**config.mk**
```make
export PLATFORM = sky130hd
export DESIGN_NAME = instr_encoder
export DESIGN_NICKNAME = d
export VERILOG_FILES = /design/src/rtl/instr_encoder_pkg.sv /design/src/rtl/instr_encoder_fifo.sv /design/src/rtl/instr_encoder.sv
export SDC_FILE = /design/constraint.sdc
export NUM_CORES = 1
export LEC_CHECK = 0
export CAP_MARGIN = 10
export CORE_ASPECT_RATIO = 0.9
export CORE_MARGIN = 2
export CORE_UTILIZATION = 54
export CTS_BUF_LIST = sky130_fd_sc_hd__clkbuf_16
export DETAILED_ROUTE_END_ITERATION = 10
export PLACE_DENSITY_LB_ADDON = 0.12
export SYNTH_ARGS = -nofsm -noshare
export SYNTH_HDL_FRONTEND = slang
export SYNTH_HIERARCHICAL = 1
export SYNTH_SLANG_ARGS = --single-unit
```
**constraint.sdc**
```tcl
create_clock -name clk -period 3.1 [get_ports clk]
set_clock_uncertainty 0.05 [all_clocks]
set_input_delay 0.93 -clock clk [delete_from_list [all_inputs] [get_ports clk]]
set_output_delay 0.93 -clock clk [all_outputs]
set_load 0.005 [all_outputs]
```
**src/rtl/instr_encoder_pkg.sv**
```systemverilog
// Shared MIPS field layout, opcode constants and the field-set struct used by
// both the encoder and the decode-side field splitter.
package instr_encoder_pkg;

  localparam int INSTR_W = 32;
  localparam int OP_W    = 6;
  localparam int REG_W   = 5;
  localparam int SHAMT_W = 5;
  localparam int FUNCT_W = 6;
  localparam int IMM_W   = 16;

  // LSB positions of each field inside the 32-bit word
  localparam int OP_LSB    = 26;
  localparam int RS_LSB    = 21;
  localparam int RT_LSB    = 16;
  localparam int RD_LSB    = 11;
  localparam int SHAMT_LSB = 6;
  localparam int FUNCT_LSB = 0;
  localparam int IMM_LSB   = 0;

  localparam logic [OP_W-1:0] OP_RTYPE = 6'h00;
  localparam logic [OP_W-1:0] OP_J     = 6'h02;
  localparam logic [OP_W-1:0] OP_JAL   = 6'h03;

  localparam logic FMT_R = 1'b0;
  localparam logic FMT_I = 1'b1;

  typedef struct packed {
    logic               fmt;
    logic [OP_W-1:0]    opcode;
    logic [REG_W-1:0]   rs;
    logic [REG_W-1:0]   rt;
    logic [REG_W-1:0]   rd;
    logic [SHAMT_W-1:0] shamt;
    logic [FUNCT_W-1:0] funct;
    logic [IMM_W-1:0]   imm;
  } fields_t;

  // Pack a field set; R-type forces the opcode to zero, I-type drops rd/shamt/funct
  function automatic logic [INSTR_W-1:0] encode(input fields_t f);
    logic [INSTR_W-1:0] w;
    w = '0;
    w[RS_LSB +: REG_W] = f.rs;
    w[RT_LSB +: REG_W] = f.rt;
    if (f.fmt == FMT_I) begin
      w[OP_LSB  +: OP_W]  = f.opcode;
      w[IMM_LSB +: IMM_W] = f.imm;
    end else begin
      w[OP_LSB    +: OP_W]    = OP_RTYPE;
      w[RD_LSB    +: REG_W]   = f.rd;
      w[SHAMT_LSB +: SHAMT_W] = f.shamt;
      w[FUNCT_LSB +: FUNCT_W] = f.funct;
    end
    return w;
  endfunction

  // I-type opcodes that collide with R-type or J-format words cannot be encoded
  function automatic logic is_illegal(input fields_t f);
    return (f.fmt == FMT_I) &&
           (f.opcode == OP_RTYPE || f.opcode == OP_J || f.opcode == OP_JAL);
  endfunction

endpackage

```
**src/rtl/instr_encoder_fifo.sv**
```systemverilog
// Synchronous FIFO, head exposed combinationally; writes ignored when full,
// reads ignored when empty.
module sync_fifo #(
  parameter int WIDTH = 32,
  parameter int DEPTH = 4,
  localparam int PTR_W = $clog2(DEPTH),
  localparam int CNT_W = $clog2(DEPTH + 1)
) (
  input  logic             clk,
  input  logic             rst_n,
  input  logic             wr_en,
  input  logic [WIDTH-1:0] wr_data,
  input  logic             rd_en,
  output logic [WIDTH-1:0] rd_data,
  output logic [CNT_W-1:0] count,
  output logic             full,
  output logic             empty
);

  localparam logic [CNT_W-1:0] FULL_CNT = CNT_W'(DEPTH);

  logic [DEPTH-1:0][WIDTH-1:0] mem;
  logic [PTR_W-1:0]            wptr, rptr;
  logic                        do_wr, do_rd;

  assign full    = (count == FULL_CNT);
  assign empty   = (count == '0);
  assign do_wr   = wr_en && !full;
  assign do_rd   = rd_en && !empty;
  assign rd_data = mem[rptr];

  // Storage is cleared on reset so the head reads zero until the first write
  always_ff @(posedge clk or negedge rst_n) begin
    if (!rst_n)     mem       <= '0;
    else if (do_wr) mem[wptr] <= wr_data;
  end

  // Pointers wrap naturally; count tracks occupancy for simultaneous push/pop
  always_ff @(posedge clk or negedge rst_n) begin
    if (!rst_n) begin
      wptr  <= '0;
      rptr  <= '0;
      count <= '0;
    end else begin
      if (do_wr) wptr <= wptr + 1'b1;
      if (do_rd) rptr <= rptr + 1'b1;
      case ({do_wr, do_rd})
        2'b10:   count <= count + 1'b1;
        2'b01:   count <= count - 1'b1;
        default: count <= count;
      endcase
    end
  end

endmodule

```
**src/rtl/instr_encoder.sv**
```systemverilog
// Packs MIPS field sets into instruction words and streams them out through a
// FIFO together with a running byte address for instruction-memory loading.
module instr_encoder
  import instr_encoder_pkg::*;
#(
  parameter int               DEPTH     = 4,
  parameter int               ADDR_W    = 32,
  parameter logic [ADDR_W-1:0] BASE_ADDR = '0,
  localparam int CNT_W = $clog2(DEPTH + 1)
) (
  input  logic               clk,
  input  logic               rst_n,
  input  logic               in_valid,
  output logic               in_ready,
  input  logic               fmt,
  input  logic [5:0]         opcode,
  input  logic [4:0]         rs,
  input  logic [4:0]         rt,
  input  logic [4:0]         rd,
  input  logic [4:0]         shamt,
  input  logic [5:0]         funct,
  input  logic [15:0]        imm,
  input  logic               clr_err,
  output logic               out_valid,
  input  logic               out_ready,
  output logic [31:0]        instr,
  output logic [ADDR_W-1:0]  addr,
  output logic [CNT_W-1:0]   count,
  output logic               err
);

  fields_t            req;
  logic [INSTR_W-1:0] word;
  logic               accept, bad, push, pop, full, empty;

  assign req = '{fmt: fmt, opcode: opcode, rs: rs, rt: rt, rd: rd,
                 shamt: shamt, funct: funct, imm: imm};

  assign word      = encode(req);
  assign bad       = is_illegal(req);
  assign in_ready  = !full;
  assign accept    = in_valid && in_ready;
  // Illegal sets complete the handshake but never reach the FIFO
  assign push      = accept && !bad;
  assign out_valid = !empty;
  assign pop       = out_valid && out_ready;

  sync_fifo #(.WIDTH(INSTR_W), .DEPTH(DEPTH)) u_fifo (
    .clk     (clk),
    .rst_n   (rst_n),
    .wr_en   (push),
    .wr_data (word),
    .rd_en   (pop),
    .rd_data (instr),
    .count   (count),
    .full    (full),
    .empty   (empty)
  );

  // Head byte address advances one word per pop, wrapping silently
  always_ff @(posedge clk or negedge rst_n) begin
    if (!rst_n)   addr <= BASE_ADDR;
    else if (pop) addr <= addr + ADDR_W'(4);
  end

  // Sticky error: an illegal accept wins over a same-cycle clear
  always_ff @(posedge clk or negedge rst_n) begin
    if (!rst_n)              err <= 1'b0;
    else if (accept && bad)  err <= 1'b1;
    else if (clr_err)        err <= 1'b0;
  end

endmodule
```
# Yosys cells after proc, flatten, opt, wreduce, memory -nomap -nowiden
# Cells that the tools add are included.
# totals
out_inout_bits,70
regBits,168
wordCells,49
in_bits,54
# op_classes
n_reduce_logical,17
n_eq_ne,5
order_cmp,3
n_mux,10
n_addsub,5
# op_table
operator,n
bitwise mux 128 bit,1
binary-select mux 32 bit (select 2 bit),1
demux 32 bit (select 2 bit),1
two-way mux 32 bit,2
"adder 32 x 3 -> 32 bit, second input constant",1
two-way mux 16 bit,1
"== test 6 x 2 -> 1 bit, second input constant",2
logical AND 1 bit,8
logical NOT 6 bit,1
"< comparator 2 x 3 -> 1 bit, second input constant",2
two-way mux 6 bit,1
case mux 3 bit (2 select lines),1
"adder 2 x 1 -> 2 bit, second input constant",2
nonzero test 2 bit,2
"adder 3 x 1 -> 3 bit, second input constant",1
"== test 3 bit, second input constant",1
logical NOT 1 bit,3
logical NOT 3 bit,1
"subtractor 3 x 1 -> 3 bit, second input constant",1
"== test 2 x 1 -> 1 bit, second input constant",1
"== test 2 bit, second input constant",1
"greater-or-equal comparator 2 x 1 -> 1 bit, second input constant",1
logical OR 1 bit,2
two-way mux 1 bit,2

# Logic depth before layout (Yosys ltp)
# logic_depth
word_depth,9
depth_mapped,11
depth_no_buf,11

# Cells and area by module
# Netlist, hierarchy kept.
# modules_own_cells
module,area_each_um2,instances,cells_each
sync_fifo,5963.2,1,348
instr_encoder,1720.4,1,150

# Worst setup path after synthesis
# Ideal clock, no wire load.
# synth_path
kind,input -> register
from,in opcode[1]
to,reg u_fifo.count[2]
cell_stages,11
setup_time_ns,0.079
path_slack_ns,0.399
path_buffers,0
arrival_time_ns,2.571
path_cell_list,nand2b_1 nand3b_1 nor4_1 nor3b_1 nand2b_1 ha_1 inv_1 fa_1 xor2_1 nor2_1 xor2_1
# synth_between
elab_chain_len,9
elab_cells_between_ends,13
# synth_rtl
element,line,text
from (decl),instr_encoder.sv:16,"input logic [5:0] opcode,"
== test 6 x 2 -> 1 bit or logical NOT 6 bit (tied branches),instr_encoder_pkg.sv:60,(f.opcode == OP_RTYPE || f.opcode == OP_J || f.opcode == OP_JAL);
logical OR 1 bit,instr_encoder_pkg.sv:60,
logical OR 1 bit *,instr_encoder_pkg.sv:60,
logical AND 1 bit *,instr_encoder_pkg.sv:59,return (f.fmt == FMT_I) &&
logical NOT 1 bit *,instr_encoder.sv:44,assign push = accept && !bad;
logical AND 1 bit *,instr_encoder.sv:44,
net push,instr_encoder.sv:34,"logic accept, bad, push, pop, full, empty;"
logical AND 1 bit *,instr_encoder_fifo.sv:28,assign do_wr = wr_en && !full;
== test 2 x 1 -> 1 bit or == test 2 bit (tied branches),instr_encoder_fifo.sv:47,"case ({do_wr, do_rd})"
case mux 3 bit (2 select lines) or nonzero test 2 bit (tied branches),n/a,
to (signal assigned),instr_encoder_fifo.sv:48,2'b10: count <= count + 1'b1;
to (signal assigned),instr_encoder_fifo.sv:49,2'b01: count <= count - 1'b1;
to (signal assigned),instr_encoder_fifo.sv:50,default: count <= count;
to (decl),instr_encoder_fifo.sv:15,"output logic [CNT_W-1:0] count,"
# Mark *: on every way through the listed nets, which the timed path passes. The rest lies on a longest branch.
# A chain may end at the register's enable or synchronous reset.

# Worst setup path in the final report
# layout_path
from,reg u_fifo.rptr[0]
to,out instr[30]
# layout_between
elab_chain_len,2
# layout_rtl
element,line,text
from (decl),instr_encoder_fifo.sv:23,"logic [PTR_W-1:0] wptr, rptr;"
from (signal assigned),instr_encoder_fifo.sv:46,if (do_rd) rptr <= rptr + 1'b1;
binary-select mux 32 bit (select 2 bit),instr_encoder_fifo.sv:30,assign rd_data = mem[rptr];
two-way mux 32 bit (implied by the code),instr_encoder_fifo.sv:30,
to (decl),instr_encoder.sv:26,"output logic [31:0] instr,"
# No other way between the ends. The select of a mux whose other input is x is not followed.

==> impl_metrics.tcl <==
set metrics [dict create \
    power_density_nw_per_um2 1002 \
    path_class "reg2out" \
    drt_iter0_drc 233 \
    postCtsHoldBufs 0 \
    cp.arrival_ns 2.05 \
    rsz0062_at_grt "yes" \
    post_dp_cell_area_um2 9289 \
    via_per_inst 5.496 \
    synth.distinct_cells 38 \
    status "finished, final reports clean" \
    ir_drop_v 0.0006581 \
    clockRootBuffer "clkbuf_16" \
    crit_start "u_fifo/rptr[0]" \
    finalCriticalPeriod_ns 3.029 \
    max_slew.worst_pin.slew_ns 0.5107 \
    synth_adder_area_share_pct 1.238 \
    grt_pass1_wl_um 25970 \
    p_leak_nw 4.218 \
    max_cap_viol_count 0 \
    syn_inst 498 \
    synthFlopType "dfrtp_1" \
    yosysWarnings 6 \
    coreArea_um2 13950 \
    crit_end "instr[30]" \
    cts_tree "yes" \
    numCtsBuffers 17 \
    grt_busiest_layer "met2" \
    combinationalPowerShare_pct 40.7 \
    r2r-end "u_fifo/mem[9]" \
    power_frac_seq_pct 37.0 \
    avgSynthCellArea_um2 15.43 \
    p_total_w 0.009953 \
    swShare_pct 28.02 \
    hpwl_um 10840 \
    die_y_um 117.2 \
    postLayoutCoreUtil_pct 71.16 \
    setup_viol 0 \
    antenna_found_initial 0 \
    max_freq_ghz 0.3301 \
    htreeDepth 4 \
    dr_total_vias 4650 \
    portBuffers 121 \
    path_cells "buf_12 > mux4_2 > clkdlybuf4s50_1" \
    die_w_um 129.7 \
    use_met2_pct 39.02 \
    first_global_vias 4978 \
    die_area_um2 15200 \
    synth_xor_area_share_pct 3.990 \
    worst_setup_path_end_kind "output port" \
    initial_utilization_pct 55.07 \
    critPathSlowestCell "mux4_2" \
    rrSetupSlack_ns 0.75 \
    crit_fanout 20 \
    p_int_w 0.007164 \
    yosysTopAreaCell "dfrtp_1" \
    ant_nets 0 \
    dr.pass1.iters 6 \
    nets 702 \
    wirelength_um 16080 \
    use_met3_pct 5.182 \
    place_congestion 0.7942 \
    yosysSeqAreaShare_pct 54.06 \
    cp.required_ns 2.12 \
    area_growth_pct 29.23 \
    grt_util_all_layers_pct 22.67 \
    grt_max_degree 76 \
    clkPwrFrac_pct 22.3 \
    startpoint_type "register" \
    slew_violations 0 \
    wl_per_cell_um 19.00 \
    synthesis.area_um2 7684 \
    drive_gt1_share_pct 38.13 \
    ys_seq_elements 166 \
    reg2reg_depth 8 \
    power.switching_w 0.002789 \
    hp-class "in2async" \
    synth_compound_area_share_pct 0.2443 \
    n_antenna_cell 0 \
    ios 124 \
    yosys.area_share.simple_pct 6.351 \
    clk_latency_ns 0.42 \
    post-cts-setup-buffers 0 \
    yosysTopAreaCellShare_pct 54.06 \
    max_slew_margin_pct 65.84 \
    synth_area_leaders "dfrtp_1, mux2_2, mux4_2" \
    slowest_delay_ns 0.54 \
    ctsLongestPathBuffers 2 \
    synth_top_family_by_area "multiplexers" \
    synth_edf_count 0 \
    timing.rr.start "u_fifo/count[2]" \
    grt_util_met1_pct 29.45 \
    period_share_pct 97.72 \
    route.detailed.drc 0 \
    clk_pin_slew_ns 0.06 \
    gr-total-overflow 0 \
    fp-row-count 41 \
    muxShareOfSynthArea_pct 30.76 \
    cts.sink_count 166 \
    finalHoldViolCount 0 \
    async_reset_ff_share_pct 100.0 \
    fill_cells 945 \
    final_cell_area_um2 9930 \
]
final cells by class:
class                   instances  area (µm²)  share of cell area (%)
flip-flops and latches        166        4159                   41.89
multi-input cells             298        3309                   33.33
repair buffers                149        1570                   15.81
clock buffers                  17       425.4                   4.284
well taps                     193       241.5                   2.432
clock inverters                14       190.2                   1.915
inverters                       9       33.78                  0.3402
worst min-delay path by stage:
stage / startpoint / end / slack, ns / cells past startpoint
after floorplan: addr[31] / addr[31] / 0.42 / 1
after global routing: rst_n / u_fifo/mem[35] / 0.38 / 1
after CTS: rst_n / u_fifo/mem[35] / 0.36 / 1
final: rst_n / u_fifo/mem[35] / 0.35 / 1
after detailed placement: addr[31] / addr[31] / 0.42 / 1
after global placement: addr[31] / addr[31] / 0.41 / 1
routing by layer:
layer  wire length (µm)  part of all wire, %
met4                101                 0.63
met3                592                  3.7
met1               6992                   43
met2               8391                   52
met5                  0                    0
power groups by stage:
stage                     Clock [W]  Sequential [W]  Combinational, W
final                       0.00222         0.00368           0.00405
after global routing        0.00236         0.00379           0.00437
after CTS                   0.00226         0.00368           0.00415
after detailed placement          0         0.00370           0.00411
after global placement            0         0.00362           0.00401
after floorplan                   0         0.00347           0.00249
synthesized netlist by cell type, types with 2 or more instances:
master    count
nand3_1       9
nand4_2       3
nand2_1      15
ha_1          6
nand4_1      10
buf_6        13
nor2_1        9
xnor2_1      28
xor2_1        7
mux4_2       32
nand2b_1      2
mux2_2      145
and4_1        2
and2_1        7
nor3_4        2
dfrtp_1     166
clkbuf_1      4
buf_2         6
and3_1        3
and4_2        2
inv_1         9
buf_4         2
placed cells by master, fill, tap and decap left out, types with 2 or more instances in the layout:
master,count
nand2b_1,2
mux4_2,32
conb_1,2
xnor2_1,28
dfrtp_1,164
and3_1,3
ha_1,6
xor2_1,7
clkinv_1,5
bufinv_16,5
and4_1,2
nand4_2,3
mux2_2,145
buf_4,17
nor2_1,5
nand4_1,10
buf_12,10
nand2_1,15
nand3_1,9
inv_1,10
and2_1,7
dlymetal6s2s_1,6
clkbuf_16,17
and4_2,2
clkdlybuf4s50_1,114
nor3_4,2
clkinv_2,2
nor2_4,4
registers in the layout, indices dropped and copies added, names as in the netlist:
| register | count |
|---|---|
| u_fifo/mem | 128 |
| u_fifo/count | 3 |
| err | 1 |
| u_fifo/rptr | 2 |
| u_fifo/wptr | 2 |
| addr | 30 |
cell families (layout without fill, tap and decap cells):
kind of cell | Yosys count | in the layout
DFF | 166 | 166
buffers and inverters | 35 | 189
AOI/OAI and AO/OA | 2 | 2
adders and majority gates | 7 | 7
other | 1 | 2
muxes | 178 | 178
xor gates and xnor gates | 35 | 35
and+or+nand+nor | 74 | 74
through the flow:
| step | hold WS [ns] | setup TNS [ns] | cells | worst slack [ns] |
|---|---|---|---|---|
| finish | 0.3520 | 0 | 846 | 0.07067 |
| global route | 0.3753 | -0.01556 | 846 | -0.01018 |
| CTS | 0.3578 | 0 | 846 | 0.01299 |
| detailed placement | 0.4185 | -19.28 | 815 | -0.1766 |
| global placement | 0.4101 | -10.20 | 815 | -0.09699 |
| floorplan | 0.4183 | 0 | 499 | 0.3994 |
critical path: cells and delay by family, from the launching register on:
kind	cells	cell delay [ns]
buffers and inverters	2	0.68
flip-flops	1	0.40
multiplexers	1	0.54
what timing repair did:
item,CTS,global route
pin swaps,0,0
endpoints found under the setup margin,13,17
gates resized for setup,1,8
Note: power is estimated with default switching activity, not from simulation.
